==> src/rtl/silife_sequencer.sv <==
// silife_sequencer -- command sequencer for an 8x8 Life cell grid.
//
// Accepts LOAD / RUN / READ / CLEAR commands and drives the grid-side write,
// step and row-select controls.
//   clk, rst_n        : clock, asynchronous active-low reset
//   cmd_valid/ready   : command handshake; cmd_op selects the operation,
//                       cmd_arg is the RUN generation count
//   in_valid/ready    : LOAD row stream (in_data, rows 0..7 in order)
//   out_valid/ready   : READ row stream (out_data, out_last on row 7)
//   abort             : synchronous cancel of the active command
//   done              : one-cycle completion pulse
//   gen_count         : generations stepped since the last LOAD/CLEAR
//   grid_*            : row select, set/clear masks, step enable, row readback
module silife_sequencer #(
  parameter int unsigned GEN_W = 8
) (
  input  logic             clk,
  input  logic             rst_n,
  input  logic             cmd_valid,
  output logic             cmd_ready,
  input  logic [1:0]       cmd_op,
  input  logic [GEN_W-1:0] cmd_arg,
  input  logic             in_valid,
  output logic             in_ready,
  input  logic [7:0]       in_data,
  output logic             out_valid,
  input  logic             out_ready,
  output logic [7:0]       out_data,
  output logic             out_last,
  input  logic             abort,
  output logic             done,
  output logic [15:0]      gen_count,
  output logic [2:0]       grid_row_select,
  output logic [7:0]       grid_set_cells,
  output logic [7:0]       grid_clear_cells,
  output logic             grid_enable,
  input  logic [7:0]       grid_cells
);

  typedef enum logic [2:0] {
    S_IDLE,
    S_LOAD,
    S_RUN,
    S_READ,
    S_CLEAR
  } state_t;

  state_t           state, state_n;
  logic [2:0]       ptr, ptr_n;
  logic [GEN_W-1:0] cnt, cnt_n;
  logic [15:0]      gen_n;
  logic             done_n;

  always_ff @(posedge clk or negedge rst_n) begin
    if (!rst_n) state <= S_IDLE;
    else        state <= state_n;
  end

  always_ff @(posedge clk or negedge rst_n) begin
    if (!rst_n) begin
      ptr       <= '0;
      cnt       <= '0;
      gen_count <= '0;
      done      <= 1'b0;
    end else begin
      ptr       <= ptr_n;
      cnt       <= cnt_n;
      gen_count <= gen_n;
      done      <= done_n;
    end
  end

  always_comb begin
    state_n          = state;
    ptr_n            = ptr;
    cnt_n            = cnt;
    gen_n            = gen_count;
    done_n           = 1'b0;
    cmd_ready        = 1'b0;
    in_ready         = 1'b0;
    out_valid        = 1'b0;
    out_data         = '0;
    out_last         = 1'b0;
    grid_row_select  = '0;
    grid_set_cells   = '0;
    grid_clear_cells = '0;
    grid_enable      = 1'b0;

    unique case (state)
      S_IDLE: begin
        cmd_ready = 1'b1;
        if (cmd_valid) begin
          ptr_n = '0;
          cnt_n = cmd_arg;
          unique case (cmd_op)
            2'b00: state_n = S_LOAD;
            2'b01: state_n = S_RUN;
            2'b10: state_n = S_READ;
            2'b11: state_n = S_CLEAR;
          endcase
        end
      end
      S_LOAD: begin
        in_ready        = 1'b1;
        grid_row_select = ptr;
        if (in_valid) begin
          grid_set_cells   = in_data;
          grid_clear_cells = ~in_data;
          ptr_n            = ptr + 3'd1;
          if (ptr == 3'd7) begin
            state_n = S_IDLE;
            done_n  = 1'b1;
          end
        end
      end
      S_RUN: begin
        // cnt holds the remaining steps; an arg of 0 spends one idle cycle here.
        if (cnt != '0) begin
          grid_enable = 1'b1;
          cnt_n       = cnt - GEN_W'(1);
          gen_n       = gen_count + 16'd1;
          if (cnt == GEN_W'(1)) begin
            state_n = S_IDLE;
            done_n  = 1'b1;
          end
        end else begin
          state_n = S_IDLE;
          done_n  = 1'b1;
        end
      end
      S_READ: begin
        out_valid       = 1'b1;
        grid_row_select = ptr;
        out_data        = grid_cells;
        out_last        = (ptr == 3'd7);
        if (out_ready) begin
          ptr_n = ptr + 3'd1;
          if (ptr == 3'd7) begin
            state_n = S_IDLE;
            done_n  = 1'b1;
          end
        end
      end
      S_CLEAR: begin
        grid_row_select  = ptr;
        grid_clear_cells = 8'hFF;
        ptr_n            = ptr + 3'd1;
        if (ptr == 3'd7) begin
          state_n = S_IDLE;
          done_n  = 1'b1;
        end
      end
      default: state_n = S_IDLE;
    endcase

    // Abort keeps this cycle's beat/step but cancels completion; the
    // gen_count reset below is tied to an actual (non-aborted) completion.
    if (abort && state != S_IDLE) begin
      state_n = S_IDLE;
      done_n  = 1'b0;
    end
    if (done_n && (state == S_LOAD || state == S_CLEAR)) gen_n = '0;
  end

endmodule
==> config.mk <==
export PLATFORM = sky130hd
export DESIGN_NAME = silife_sequencer
export DESIGN_NICKNAME = d
export VERILOG_FILES = /design/src/rtl/silife_sequencer.sv
export SDC_FILE = /design/constraint.sdc
export NUM_CORES = 1
export LEC_CHECK = 0
export CAP_MARGIN = 5
export CORE_MARGIN = 2
export CORE_UTILIZATION = 41
export CTS_BUF_LIST = sky130_fd_sc_hd__clkbuf_8
export DETAILED_ROUTE_END_ITERATION = 10
export HOLD_SLACK_MARGIN = 0.1
export PLACE_DENSITY = 0.79
export REMOVE_ABC_BUFFERS = 1
export SLEW_MARGIN = 20
export SYNTH_ARGS = -nofsm -noshare
export SYNTH_HDL_FRONTEND = slang
export SYNTH_SLANG_ARGS = --single-unit
==> constraint.sdc <==
create_clock -name clk -period 1.9 [get_ports clk]
set_input_delay 0.38 -clock clk [delete_from_list [all_inputs] [get_ports clk]]
set_output_delay 0.38 -clock clk [all_outputs]
set_load 0.01 [all_outputs]
==> key figures, run 1 <==
Timing
  – Slew headroom: 71.3%
  – Max Slew Vio Count: 0
  – Final hold slack: 0.483 ns
  – FMAX: around 500 MHz
  – Final Hold Viols: 0
  – Worst-margin pin slew: 0.426 ns
  – Post-layout min period: 2.03 ns
  – Unrepaired setup endpoints after global routing: true
  – Final setup margin: -0.131 ns
  – Clk_skew: between 0.003 and 0.004 ns
  – # setup viols final: 37
  – Final worst path period share: 107%

Global routing
  – GRT Total Usage: about a quarter
  – Number of global-route vias before repair: 2285
  – First-pass GRT wire length: 10.8 mm
  – Initial antenna violation count: 0
  – Routing usage on met1: 28.7%
  – Pin count of the biggest net entering global routing: 32
  – GR Layer Usage met2: 45.3%
  – Top Usage Layer GRT: met2
  – Met3 Resource Use GR: 6.43%
  – Total grt overflow: 0

Setup path
  – Crit-path slowest cell: dfrtp_1
  – Top Family by Delay on Critical Path: simple AND/OR/NAND/NOR gates
  – Highest fanout seen on the critical path: 4
  – Slowest cell delay on critical path: just over 0.4 ns
  – Worst Setup Start Kind: flip-flop
  – R2R setup slack: -0.13 ns
  – WP data arrival: 1.65 ns
  – Setup crit end kind: output pin
  – Crit-path cells: buf_4 > or3b_4 > and2_4 > nor2b_1 > buf_2
  – Setup CP Type: flip-flop to output pin
  – Required time worst endpoint: 1.52 ns
  – Crit path buffers/inverters: 2

Finish
  – Layout cell share with drive strength beyond 1: 42.6%
  – ANT cells: 0
  – Nets: 423
  – Fillers: 325
  – Fin area: 3720 sq um
  – Area grow syn2layout: 80.6%

Synth
  – Post-synthesis register bit count: 31
  – Synth cell types: 47
  – Post-synth EDFFs: 0
  – Mapped Cells: 236
  – Cell Area, Synth: 2060 sq um
  – Async SR Flop Fraction: between 90% and 100%
  – Sequential area share after synthesis: 37.7%
  – Synth warn: 0
  – Prevailing post-synth register cell: dfrtp_1
  – Avg Inst Size Synth: 8.73 sq um

Clock tree
  – Htree depth: 2
  – CTS Sinks: 31
  – CTS clk-pin slew, worst paths: 0.07 ns
  – Num CTS Buffers: 5
  – TritonCTS clock tree: done
  – Worst-Skew Late Latency: just under 0.3 ns
  – Clock buffer depth: 2
  – Root buffer cell: clkbuf_8

Status
  – Outcome: finished, violations left
  – Failing checks: negative setup slack

Detailed routing
  – Drt total wl: 7.37 mm
  – Post-route ant nets: 0
  – Final routed DRC violation total: 0
  – Starting DRT DRC Count: roughly 170
  – TritonRoute pass-1 iters: 4
  – DR vias: 2486
  – Via/cell ratio: 5.52
  – DR WL/cell: 16.4 microns

Place
  – Placed Area: 3250 sq um
  – Port Buffers: 80
  – Post-DP HPWL: 4.48 mm
  – GPL Wtd Cong: 0.812
  – Dpl ws: -0.284 ns

Die
  – Starting Density: 43.0%
  – I/O pin count: 81
  – Die Width: 74.9 microns
  – Area of the core: 4790 sq um
  – Die height: between 70 and 80 microns
  – Die area: 5610 sq um
  – Cell row count: 25

Min path
  – Worst hold-check path type: input port to async pin

Pwr
  – Leak pwr: between 1.5 and 2 nW
  – Power per standard cell area: ~1200 nW/um^2
  – Worst vdd ir: 0.841 mV

Flow run
  – Number of max-cap violations: 0
-- through the flow --
step	utilization (%)	TNS, ns	total power [mW]	cells
2_1_floorplan	-	-6.55	2.09	223
6_report	77.7	-2.30	4.45	450
3_5_place_dp	67.8	-6.40	3.17	417
5_1_grt	77.7	-4.30	4.74	450
4_1_cts	72.3	-1.51	4.02	438
3_3_place_gp	67.8	-5.30	3.10	417
-- where the power goes --
group / switching (mW) / total [mW] / internal, mW
Clock: 0.266 / 0.690 / 0.424
Combinational: 1.14 / 2.47 / 1.33
Sequential: 0.355 / 1.29 / 0.940
-- placed cells by master, fill, tap and decap left out, drive strengths merged, types with 3 or more instances in the layout --
cell,n
buf,102
clkdlybuf4s50,48
dfrtp,31
o21ai,21
nor2,17
a21oi,14
nand2,11
and2,11
inv,10
ha,9
and3,8
clkbuf,8
nand3,7
or3,6
o22ai,5
xnor2,5
nor3,5
nor2b,4
or4,4
nand4,4
o211ai,4
nor3b,4
o2bb2ai,4
a22oi,3
mux2,3
nor4,3
nand2b,3
o31ai,3
-- final cells by class --
class	count	area (sq um)	area share [%]
Sequential cell	31	778	20.9
Clock buffer	6	82.6	2.22
Tap cell	67	83.8	2.25
Clock inverter	2	35.0	0.942
Inverter	10	37.5	1.01
Multi-Input combinational cell	182	1440	38.8
Timing Repair Buffer	152	1260	33.8
-- sequential cells by signal (all words and copies together) (netlist names) --
register   flops
cnt            8
done           1
gen_count     16
ptr            3
state          3
-- path summary, 6_finish.rpt --
check,startpoint,end,cells after the start
setup reg to reg,state[2]$_DFFE_PN0P_,gen_count[14]$_DFFE_PN0P_,5
max in group asynchronous,rst_n,cnt[4]$_DFFE_PN0P_,2
hold / removal,rst_n,gen_count[15]$_DFFE_PN0P_,2
setup / recovery,state[2]$_DFFE_PN0P_,grid_row_select[0],5
hold reg to reg,ptr[2]$_DFFE_PN0P_,ptr[2]$_DFFE_PN0P_,1
min in group clk,ptr[2]$_DFFE_PN0P_,ptr[2]$_DFFE_PN0P_,1
-- per-layer routing --
| metal | share of wire, % | vias to the layer above |
|---|---|---|
| li1 | - | 1166 |
| met1 | 37 | 1188 |
| met2 | 52 | 116 |
| met3 | 8.9 | 16 |
| met4 | 2.4 | 0 |
| met5 | 0 | - |
-- cells in the mapped netlist (6+ instances only) --
master     n  area, sq um
and3_1     8         50.1
clkbuf_1   9         33.8
a21oi_1   14         70.1
inv_1     10         37.5
o21ai_0   21          105
nor2_1    17         63.8
and2_1    11         68.8
nand2_1   11         41.3
nand3_1    7         35.0
ha_1       9          113
dfrtp_1   31          776
or3_1      6         37.5
-- cell families after synthesis --
family                   Yosys count  synth area share (%)
AO/OA/AOI/OAI                     69                  21.8
XOR/XNOR                           7                  2.98
adder cells (fa/ha/maj)            9                  5.47
buffers and inverters             23                  4.31
flip-flops                        31                  37.7
multiplexers                       5                  2.61
AND/OR/NAND/NOR                   92                  25.2
-- timing repair --
item                       CTS  global route
pin swaps                   17            10
hold endpoints to repair     0             0
setup buffers               10            13
setup endpoints to repair   48            47
hold buffers                 0             0
gates resized for setup    172            43
cloned                       3             0
No activity file was read; power rests on OpenSTA's default activity.
==> inputs of run 2 (changes only) <==
--- a/config.mk
+++ b/config.mk
@@ -12,7 +12,6 @@
 export DETAILED_ROUTE_END_ITERATION = 10
 export HOLD_SLACK_MARGIN = 0.1
 export PLACE_DENSITY = 0.79
-export REMOVE_ABC_BUFFERS = 1
 export SLEW_MARGIN = 20
 export SYNTH_ARGS = -nofsm -noshare
 export SYNTH_HDL_FRONTEND = slang
==> run 2 against run 1 <==
- the run still ends with negative setup slack left
- non-clock buffer count shrank 18
- global-route usage down 1.2 points
- critical path depth grew 1
- core utilization shrank 4.0 points
- hold slack got worse by 0.0057 ns
- first-iteration DRC count is 3.0% lower
- via count is 1.6% lower
- register-to-register slack about the same
- clock-buffer cell count is the same
- final area shrank 5.1%
- critical path type is now flip-flop to flip-flop
- highest routed layer unchanged
==> key figures, run 2 (synthesized netlist as in run 1, its figures left out) <==
Status
  – Outcome: finished, violations left
  – Failing checks: negative setup slack

Setup path
  – Reg2reg start: state[2]$_DFFE_PN0P_
  – R2R setup slack: -0.12 ns
  – Required time worst endpoint: 2.07 ns
  – Slowest cell delay on critical path: ~0.44 ns
  – Worst R2R Path Depth: 6
  – Crit-path slowest cell: dfrtp_1
  – Setup CP Type: flip-flop to flip-flop
  – WP data arrival: 2.19 ns
  – Setup crit end kind: flip-flop
  – Reg-to-reg endpoint: gen_count[15]$_DFFE_PN0P_
  – CP most frequent cell: buf_6
  – Crit-path cells: or3b_4 > buf_6 > a211o_1 > buf_6 > o31ai_2 > a21oi_2
  – Worst Setup Start Kind: flip-flop
  – Highest fanout seen on the critical path: 7

Finish
  – Layout cell share with drive strength beyond 1: a little under two fifths
  – Max FFs per register: 16
  – Nets: 405
  – ANT cells: 0
  – Commonest cells after routing, fill and taps aside: 47 x clkdlybuf4s50_1, 43 x buf_4, 31 x dfrtp_1
  – Biggest regs: gen_count: 16 flops, cnt: 8 flops
  – Commonest non-fill, non-tap cell in the layout: clkdlybuf4s50_1
  – Reg with most FFs: gen_count
  – Area grow syn2layout: 71.3%

Timing
  – # setup viols final: 27
  – Max Slew Vio Count: 0
  – Worst-margin pin slew: 0.419 ns
  – Slew headroom: between 70% and 80%
  – Final setup margin: -0.119 ns
  – Setup Total Neg Slack: -1.44 ns
  – Final worst path period share: 106%
  – Clk_skew: about 0.005 ns
  – Post-layout min period: 2.02 ns
  – FMAX: slightly below 500 MHz
  – Final Hold Viols: 0
  – Unrepaired setup endpoints after global routing: true

Clock tree
  – Root buffer cell: clkbuf_8
  – Htree depth: 2
  – # hold bufs at CTS: 0
  – CTS Sinks: 31
  – Clock buffer depth: 2
  – Worst-Skew Late Latency: 0.29 ns
  – CTS clk-pin slew, worst paths: 0.07 ns
  – TritonCTS clock tree: done
  – Num CTS Buffers: 5

Die
  – I/O pin count: 81
  – Cell row count: 25
  – Starting Density: 43.0%
  – Die Width: 74.9 microns
  – Die height: 74.9 microns
  – Die area: 5610 sq um
  – Area of the core: around 4800 sq um

Pwr
  – Net Switching: between 1.5 and 2 mW
  – Combinational cell fraction of total power: 51.7%
  – Leak pwr: 1.59 nW
  – Power per standard cell area: 1190 nW/um^2
  – Worst vdd ir: 0.752 mV
  – Reg power frac: 31.6%
  – Sw frac: between 40% and 50%
  – Pint: 2.52 mW
  – Clock power share: 16.8%

Global routing
  – Pin count of the biggest net entering global routing: 32
  – GRT Total Usage: 23.9%
  – Initial antenna violation count: 0
  – Number of global-route vias before repair: 2256
  – Total grt overflow: 0
  – First-pass GRT wire length: 10.2 mm

Min path
  – Worst hold-check path type: input port to async pin

Detailed routing
  – Via/cell ratio: 5.66
  – Starting DRT DRC Count: 164
  – Post-route ant nets: 0
  – Drt total wl: 7.41 mm
  – DR WL/cell: around 17 microns
  – TritonRoute pass-1 iters: 4
  – Final routed DRC violation total: 0
  – DR vias: 2446

Synth
  – Synth Net Count: 277

Place
  – Post-DP HPWL: ~4.7 mm
  – Dpl ws: -0.268 ns
  – Port Buffers: 80
  – GPL Wtd Cong: ~0.8

Flow run
  – Number of max-cap violations: 0
[run 2: final cells by class]
class                      instances  area, sq um
multi-input combinational        182         1410
clock inverter                     2         35.0
tap                               67         83.8
timing repair buffer             134         1110
sequential                        31          776
clock buffer                       6         82.6
inverter                          10         37.5
fill                             340         1260
[run 2: worst max path at each step]
stage,from,to,slack [ns],depth (start not counted)
after floorplan,state[0]$_DFFE_PN0P_,grid_row_select[1],-0.02,5
after global placement,state[0]$_DFFE_PN0P_,grid_row_select[2],-0.20,4
after detailed placement,in_valid,grid_clear_cells[2],-0.27,4
after CTS,state[0]$_DFFE_PN0P_,grid_set_cells[6],-0.12,7
after global routing,state[2]$_DFFE_PN0P_,gen_count[15]$_DFFE_PN0P_,-0.16,6
final,state[2]$_DFFE_PN0P_,gen_count[15]$_DFFE_PN0P_,-0.12,6
[run 2: power groups by stage]
stage / logic [mW] / clock network, mW / registers, mW
2_1_floorplan: 0.842 / 0 / 1.29
3_5_place_dp: 1.90 / 0 / 1.27
5_1_grt: 2.34 / 0.740 / 1.37
6_report: 2.17 / 0.706 / 1.33
4_1_cts: 1.94 / 0.706 / 1.28
3_3_place_gp: 1.83 / 0 / 1.26
[run 2: per-layer routing]
metal | share of wire [%] | up-vias | track usage, %
li1 | - | 1129 | -
met1 | 38 | 1203 | 27.9
met2 | 54 | 91 | 42.8
met3 | 5.2 | 23 | 5.49
met4 | 3.3 | 0 | 8.73
met5 | 0 | - | 0
[run 2: what timing repair did]
item,4_1_cts,5_1_grt
gates resized for setup,135,63
setup buffers,2,8
endpoints found under the setup margin,42,40
cloned,0,1
pin swaps,2,16
[run 2: critical path, delay by kind of cell, from the launching register on]
family                 cells  cell delay (ns)
flip-flops                 1             0.44
AO/OA/AOI/OAI              3             0.72
AND/OR/NAND/NOR            1             0.44
buffers and inverters      2             0.29
[run 2: stage by stage]
step	cells	hold slack [ns]	power, mW	util (%)	cell area, sq um
floorplan	236	0.0844	2.13	-	2070
global placement	413	0.517	3.09	67.4	3230
detailed placement	413	0.510	3.18	67.4	3230
CTS	423	0.487	3.92	69.3	3320
global route	432	0.524	4.45	73.7	3530
finish	432	0.477	4.21	73.7	3530
